### src/rtl/mem_arb_pkg.sv
`default_nettype none
// ============================================================================
// Module      : mem_arb_pkg
// Description : Shared types and constants for the unified memory-port
//               arbiter: FSM state encoding, request-owner encoding, default
//               address/data widths and the latency-counter width helper.
// Revision    : 1.0 - initial release
// ============================================================================
package mem_arb_pkg;

    localparam int C_DEF_AW = 32;
    localparam int C_DEF_DW = 32;

    typedef enum logic [1:0] {
        ST_IDLE  = 2'd0,
        ST_ISSUE = 2'd1,
        ST_WAIT  = 2'd2,
        ST_RESP  = 2'd3
    } arb_state_t;

    typedef enum logic {
        OWN_IF = 1'b0,
        OWN_DM = 1'b1
    } arb_owner_t;

    // The counter only ever holds MEM_LATENCY-1, so it needs enough bits for
    // that value and never fewer than one bit.
    function automatic int lat_cnt_width(input int lat);
        return (lat <= 2) ? 1 : $clog2(lat);
    endfunction

endpackage
`default_nettype wire

### src/rtl/mem_arb_lat_counter.sv
`default_nettype none
// ============================================================================
// Module      : mem_arb_lat_counter
// Description : Loadable down-counter that times the memory read latency.
//               Loads MEM_LATENCY-1, decrements while enabled, saturates at
//               zero and flags when zero is reached.
// Ports       : clk, reset (async, active-low)
//               i_load  - load MEM_LATENCY-1
//               i_dec   - decrement by one (ignored at zero)
//               o_zero  - counter value is zero
// Revision    : 1.0 - initial release
// ============================================================================
module mem_arb_lat_counter
    import mem_arb_pkg::*;
#(
    parameter int MEM_LATENCY = 2
) (
    input  logic clk,
    input  logic reset,
    input  logic i_load,
    input  logic i_dec,
    output logic o_zero
);

    localparam int             C_W    = lat_cnt_width(MEM_LATENCY);
    localparam logic [C_W-1:0] C_LOAD = C_W'(MEM_LATENCY - 1);

    logic [C_W-1:0] r_cnt;

    always_ff @(posedge clk or negedge reset) begin
        if (!reset) begin
            r_cnt <= '0;
        end else if (i_load) begin
            r_cnt <= C_LOAD;
        end else if (i_dec && (r_cnt != '0)) begin
            r_cnt <= r_cnt - C_W'(1);
        end
    end

    assign o_zero = (r_cnt == '0);

endmodule
`default_nettype wire

### src/rtl/mem_port_arbiter.sv
`default_nettype none
// ============================================================================
// Module      : mem_port_arbiter
// Description : Shares one unified memory port between instruction fetch (IF)
//               and the MEM-stage data requester (DM). One request at a time,
//               fixed priority DM over IF, fixed memory latency, one-cycle
//               response pulse to the owning requester.
// Ports       : clk, reset (async, active-low)
//               if_req_*  / if_resp_*  - fetch request / response
//               dm_req_*  / dm_resp_*  - data request / response
//               mem_*                  - memory command and read data
//               busy                   - arbiter not in IDLE
//               perf_*                 - grant/conflict counters (optional)
// Options     : MEM_PORT_ARBITER_PERF_EN - adds perf_if_grants,
//               perf_dm_grants and perf_conflicts outputs and their counters.
// Revision    : 1.0 - initial release
// ============================================================================
module mem_port_arbiter
    import mem_arb_pkg::*;
#(
    parameter int AW          = C_DEF_AW,
    parameter int DW          = C_DEF_DW,
    parameter int MEM_LATENCY = 2
) (
    input  logic          clk,
    input  logic          reset,
    input  logic          if_req_valid,
    input  logic [AW-1:0] if_req_addr,
    output logic          if_req_ready,
    output logic          if_resp_valid,
    output logic [DW-1:0] if_resp_data,
    input  logic          dm_req_valid,
    input  logic          dm_req_we,
    input  logic [AW-1:0] dm_req_addr,
    input  logic [DW-1:0] dm_req_wdata,
    output logic          dm_req_ready,
    output logic          dm_resp_valid,
    output logic [DW-1:0] dm_resp_data,
    output logic          mem_en,
    output logic          mem_we,
    output logic [AW-1:0] mem_addr,
    output logic [DW-1:0] mem_wdata,
    input  logic [DW-1:0] mem_rdata,
    output logic          busy
`ifdef MEM_PORT_ARBITER_PERF_EN
    ,
    output logic [31:0]   perf_if_grants,
    output logic [31:0]   perf_dm_grants,
    output logic [31:0]   perf_conflicts
`endif
);

    arb_state_t    r_state;
    arb_state_t    w_state_nxt;
    arb_owner_t    r_owner;
    logic          r_we;
    logic [AW-1:0] r_addr;
    logic [DW-1:0] r_wdata;
    logic [DW-1:0] r_rdata;

    logic          w_idle;
    logic          w_issue;
    logic          w_wait;
    logic          w_resp;
    logic          w_cnt_zero;
    logic          w_dm_hs;
    logic          w_if_hs;

    // ------------------------------------------------------------------------
    // FSM
    // ------------------------------------------------------------------------
    always_ff @(posedge clk or negedge reset) begin
        if (!reset) begin
            r_state <= ST_IDLE;
        end else begin
            r_state <= w_state_nxt;
        end
    end

    always_comb begin
        w_state_nxt = r_state;
        w_idle      = 1'b0;
        w_issue     = 1'b0;
        w_wait      = 1'b0;
        w_resp      = 1'b0;
        case (r_state)
            ST_IDLE: begin
                w_idle = 1'b1;
                if (dm_req_valid || if_req_valid) begin
                    w_state_nxt = ST_ISSUE;
                end
            end
            ST_ISSUE: begin
                w_issue     = 1'b1;
                w_state_nxt = ST_WAIT;
            end
            ST_WAIT: begin
                w_wait = 1'b1;
                if (w_cnt_zero) begin
                    w_state_nxt = ST_RESP;
                end
            end
            ST_RESP: begin
                w_resp      = 1'b1;
                w_state_nxt = ST_IDLE;
            end
            default: begin
                w_state_nxt = ST_IDLE;
            end
        endcase
    end

    // DM wins a same-cycle collision: the MEM-stage instruction is older.
    assign w_dm_hs      = w_idle && dm_req_valid;
    assign w_if_hs      = w_idle && if_req_valid && !dm_req_valid;
    assign dm_req_ready = w_idle;
    assign if_req_ready = w_idle && !dm_req_valid;
    assign busy         = !w_idle;

    // ------------------------------------------------------------------------
    // Request latch and read-data capture
    // ------------------------------------------------------------------------
    always_ff @(posedge clk or negedge reset) begin
        if (!reset) begin
            r_owner <= OWN_IF;
            r_we    <= 1'b0;
            r_addr  <= '0;
            r_wdata <= '0;
            r_rdata <= '0;
        end else begin
            if (w_dm_hs) begin
                r_owner <= OWN_DM;
                r_we    <= dm_req_we;
                r_addr  <= dm_req_addr;
                r_wdata <= dm_req_wdata;
            end else if (w_if_hs) begin
                r_owner <= OWN_IF;
                r_we    <= 1'b0;
                r_addr  <= if_req_addr;
                r_wdata <= '0;
            end
            if (w_wait && w_cnt_zero) begin
                r_rdata <= mem_rdata;
            end
        end
    end

    mem_arb_lat_counter #(
        .MEM_LATENCY (MEM_LATENCY)
    ) u_lat_counter (
        .clk    (clk),
        .reset  (reset),
        .i_load (w_issue),
        .i_dec  (w_wait),
        .o_zero (w_cnt_zero)
    );

    // ------------------------------------------------------------------------
    // Outputs
    // ------------------------------------------------------------------------
    // Address and write data keep their last latched values between
    // commands; only the strobes are qualified by state.
    assign mem_en        = w_issue;
    assign mem_we        = w_issue && r_we;
    assign mem_addr      = r_addr;
    assign mem_wdata     = r_wdata;

    assign if_resp_valid = w_resp && (r_owner == OWN_IF);
    assign dm_resp_valid = w_resp && (r_owner == OWN_DM);
    assign if_resp_data  = r_rdata;
    assign dm_resp_data  = r_we ? '0 : r_rdata;

`ifdef MEM_PORT_ARBITER_PERF_EN
    logic [31:0] r_perf_if;
    logic [31:0] r_perf_dm;
    logic [31:0] r_perf_conf;

    always_ff @(posedge clk or negedge reset) begin
        if (!reset) begin
            r_perf_if   <= '0;
            r_perf_dm   <= '0;
            r_perf_conf <= '0;
        end else begin
            if (w_if_hs) begin
                r_perf_if <= r_perf_if + 32'd1;
            end
            if (w_dm_hs) begin
                r_perf_dm <= r_perf_dm + 32'd1;
            end
            if (w_idle && if_req_valid && dm_req_valid) begin
                r_perf_conf <= r_perf_conf + 32'd1;
            end
        end
    end

    assign perf_if_grants = r_perf_if;
    assign perf_dm_grants = r_perf_dm;
    assign perf_conflicts = r_perf_conf;
`endif

endmodule
`default_nettype wire

### config.mk
export PLATFORM = sky130hd
export DESIGN_NAME = mem_port_arbiter
export DESIGN_NICKNAME = d
export VERILOG_FILES = /design/src/rtl/mem_arb_pkg.sv /design/src/rtl/mem_arb_lat_counter.sv /design/src/rtl/mem_port_arbiter.sv
export SDC_FILE = /design/constraint.sdc
export NUM_CORES = 1
export LEC_CHECK = 0
export ABC_AREA = 1
export CAP_MARGIN = 20
export CORE_MARGIN = 3
export CORE_UTILIZATION = 35
export CTS_CLUSTER_SIZE = 12
export DETAILED_ROUTE_END_ITERATION = 10
export PLACE_DENSITY = 0.79
export SYNTH_ARGS = -nofsm -noshare
export SYNTH_HDL_FRONTEND = slang
export SYNTH_HIERARCHICAL = 1
export SYNTH_SLANG_ARGS = --single-unit
### constraint.sdc
create_clock -name clk -period 1.6 [get_ports clk]
set_clock_uncertainty 0.1 [all_clocks]
set_input_delay 0.32 -clock clk [delete_from_list [all_inputs] [get_ports clk]]
set_output_delay 0.32 -clock clk [all_outputs]
set_load 0.05 [all_outputs]
==> results of run 1 <==
per-stage QoR:
step | power, mW | util | area, µm² | hold WS (ns)
after CTS | 27.2 | 0.723 | 9770 | 0.305
after detailed placement | 24.6 | 0.690 | 9320 | 0.127
after global routing | 29.6 | 0.773 | 10400 | 0.329
after floorplan | 14.5 | - | 5070 | -0.0756
after global placement | 24.3 | 0.690 | 9320 | 0.123
final | 28.6 | 0.773 | 10400 | 0.328
state kept, by name (all words and copies together) (netlist names):
signal               cells
if_resp_data            32
mem_addr                32
mem_wdata               32
r_owner                  1
r_state                  2
r_we                     1
u_lat_counter/r_cnt      1
Yosys cell counts, drive strengths merged:
cell type and number:
nor2 69, ha 5, nand4 31, nand2 179, nand3 102, clkbuf 5
a21oi 32, dfrtp 101, inv 45, buf 45, or2 1
power by group:
group	internal [mW]	switching [mW]	leakage (nW)
clock network	1.29	0.930	0.143
registers	3.82	1.43	1.25
logic	9.70	11.4	3.68
final timing paths:
path	endpoint	depth (start not counted)	startpoint
min in group clk	u_lat_counter/r_cnt	2	u_lat_counter/r_cnt
worst min-delay path	mem_addr[28]	2	reset
worst min register to register	u_lat_counter/r_cnt	2	u_lat_counter/r_cnt
max in group asynchronous	if_resp_data[13]	3	reset
worst max register to register	mem_addr[18]	11	r_state[1]
worst max-delay path	dm_resp_data[15]	3	r_we
cell type report:
cell class | count | area (µm²)
fill | 830 | 3070
multi-input combinational | 419 | 2240
tap | 176 | 220
timing repair buffer | 328 | 4980
clock inverter | 1 | 30.0
clock buffer | 14 | 264
inverter | 45 | 173
sequential | 101 | 2530
cell families (layout without fill, tap and decap cells):
kind of cell	after synthesis	in the layout
simple gates	382	382
flops	101	101
buf+inv	95	388
compound gates	32	32
fa+ha+maj	5	5
layer usage:
metal / wire, µm / part of all wire / up-vias
li1: - / - / 2548
met1: 7620 / 0.36 / 2669
met2: 11200 / 0.53 / 286
met3: 1620 / 0.076 / 45
met4: 721 / 0.034 / 0
met5: 0 / 0 / -
timing repair:
item / 4_1_cts / 5_1_grt
cloned: 2 / 18
endpoints found under the setup margin: 97 / 123
pin swaps: 5 / 19
hold buffers: 1 / 0
resized for setup: 18 / 47
endpoints found under the hold margin: 14 / 0
setup buffers: 2 / 8
placed cells by master, fill, tap and decap left out, types with 2 or more instances in the layout:
cell             instances
ha_4                     2
clkbuf_8                 2
clkbuf_16               21
nor2_4                  33
a21oi_1                 32
nand3_1                 99
nor2_1                  35
nand4_1                 31
clkdlybuf4s50_1        130
inv_1                   40
buf_6                    9
buf_12                 150
clkbuf_1                 3
inv_2                    4
nand2_2                  6
nand3_2                  2
buf_8                    4
nand2_1                169
ha_2                     3
nand2_8                  3
buf_4                   19
buf_16                   2
dfrtp_1                100
==> metrics.cfg, run 1 <==
[critical_path]
crit_chain=buf_12 > nor2_4 > buf_12
cp_top_family=flip-flops
cp.arrival_ns=1.40
cpMostUsedCell=buf_12
critPathMaxFanout=16
slowest_stage=dfrtp_2
required_ns=1.18
start_kind=register
path_buf_inv=2
crit_type=reg2out
r2r_slack_ns=-0.21
crit_path_end_kind=output pin
critical_path.max_stage_delay_ns=0.51

[clocking]
path_clk_slew_ns=0.07
h-tree-depth=3
clock-sinks=101
insertion_delay_ns=0.33
cts_tree=yes
numCtsBuffers=9
cts-root-buf=clkbuf_16
cts_max_path_buffers=2

[logic_synthesis]
ys_types=16
synthSimpleGateAreaFrac=0.336
synth_top_area_cell=dfrtp_1
synthTopCellsByArea=dfrtp_1 51%, nand2_1 13%, nand3_1 10%, nor2_1 5.3%, nand4_1 3.9%
synth_top_family_by_area=simple AND/OR/NAND/NOR gates
ys_ff_latch=101
syn_nets=753
synth_area_per_cell_um2=8.00
synth_warnings=6
syn_area_mm2=0.00492
syn_inst=615
synth_compound_area_frac=0.0326
synth-xor-area-share=0
ys_seq_area_frac=0.514
synth_fa_ha_area_frac=0.0127
muxShareOfSynthArea=0
synth_top_area_frac=0.514

[place]
dp.cells=1039
port_buffers=267
gp_congestion=0.804
dp_hpwl_um=13500
place_ws_ns=-0.0711

[grt]
grt_usage=0.220
grt_pass1_wl_um=27400
grt_overflow=0
grt_use_met3=0.0605
use_met1=0.252
grt_util_met2=0.391
busiest_layer=met2
grt_max_degree=48
grt_pass1_vias=5283
antenna_found_initial=0

[die]
rows=42
coreArea_mm2=0.0135
die_x_um=125
die-area_mm2=0.0155
ios=268
start_util=0.364
die_h_um=125

[detailed_routing]
viasPerCell=5.12
drt_iter0_drc=388
drc_errors=0
wl_um=21200
ant_nets=0
vias=5548
wire_per_inst_um=19.5
dr.pass1.iters=4

[sta]
max-slew-margin-rel=0.762
timing.fmax_ghz=0.551
setup-violations-final=105
setup_slack_ns=-0.215
post-route-period-util=1.13
report.final.slew_viol_count=0
rsz0062_at_grt=true
fin_crit_ns=1.82
max_slew.worst_pin.slew_ns=0.356
final-hold-violation-count=0
tns_ns=-12.76

[cells_and_area]
area_growth_pct=112
fin_cells=1084
diodes=0
layout-drive-gt1-share=0.295
final_nets=1042

[flow_run]
drv_cap=0

[status]
violations=negative setup slack
status=finished with violations

[pwr]
p_leak_nw=5.07
peakVddDrop_mv=1.23
p_per_area_mw_per_mm2=2740

[min_path]
hold_class=in2async

Note: power is estimated with default switching activity, not from simulation.
==> run 2, diff against run 1 <==
Settings changed: ABC_CLOCK_PERIOD_IN_PS from default to 1600, GPL_ROUTABILITY_DRIVEN from default to 1, SLEW_MARGIN from default to 20.
==> results of run 2 <==
Same layout as run 1: the final DEF is identical, and so are final timing and power.
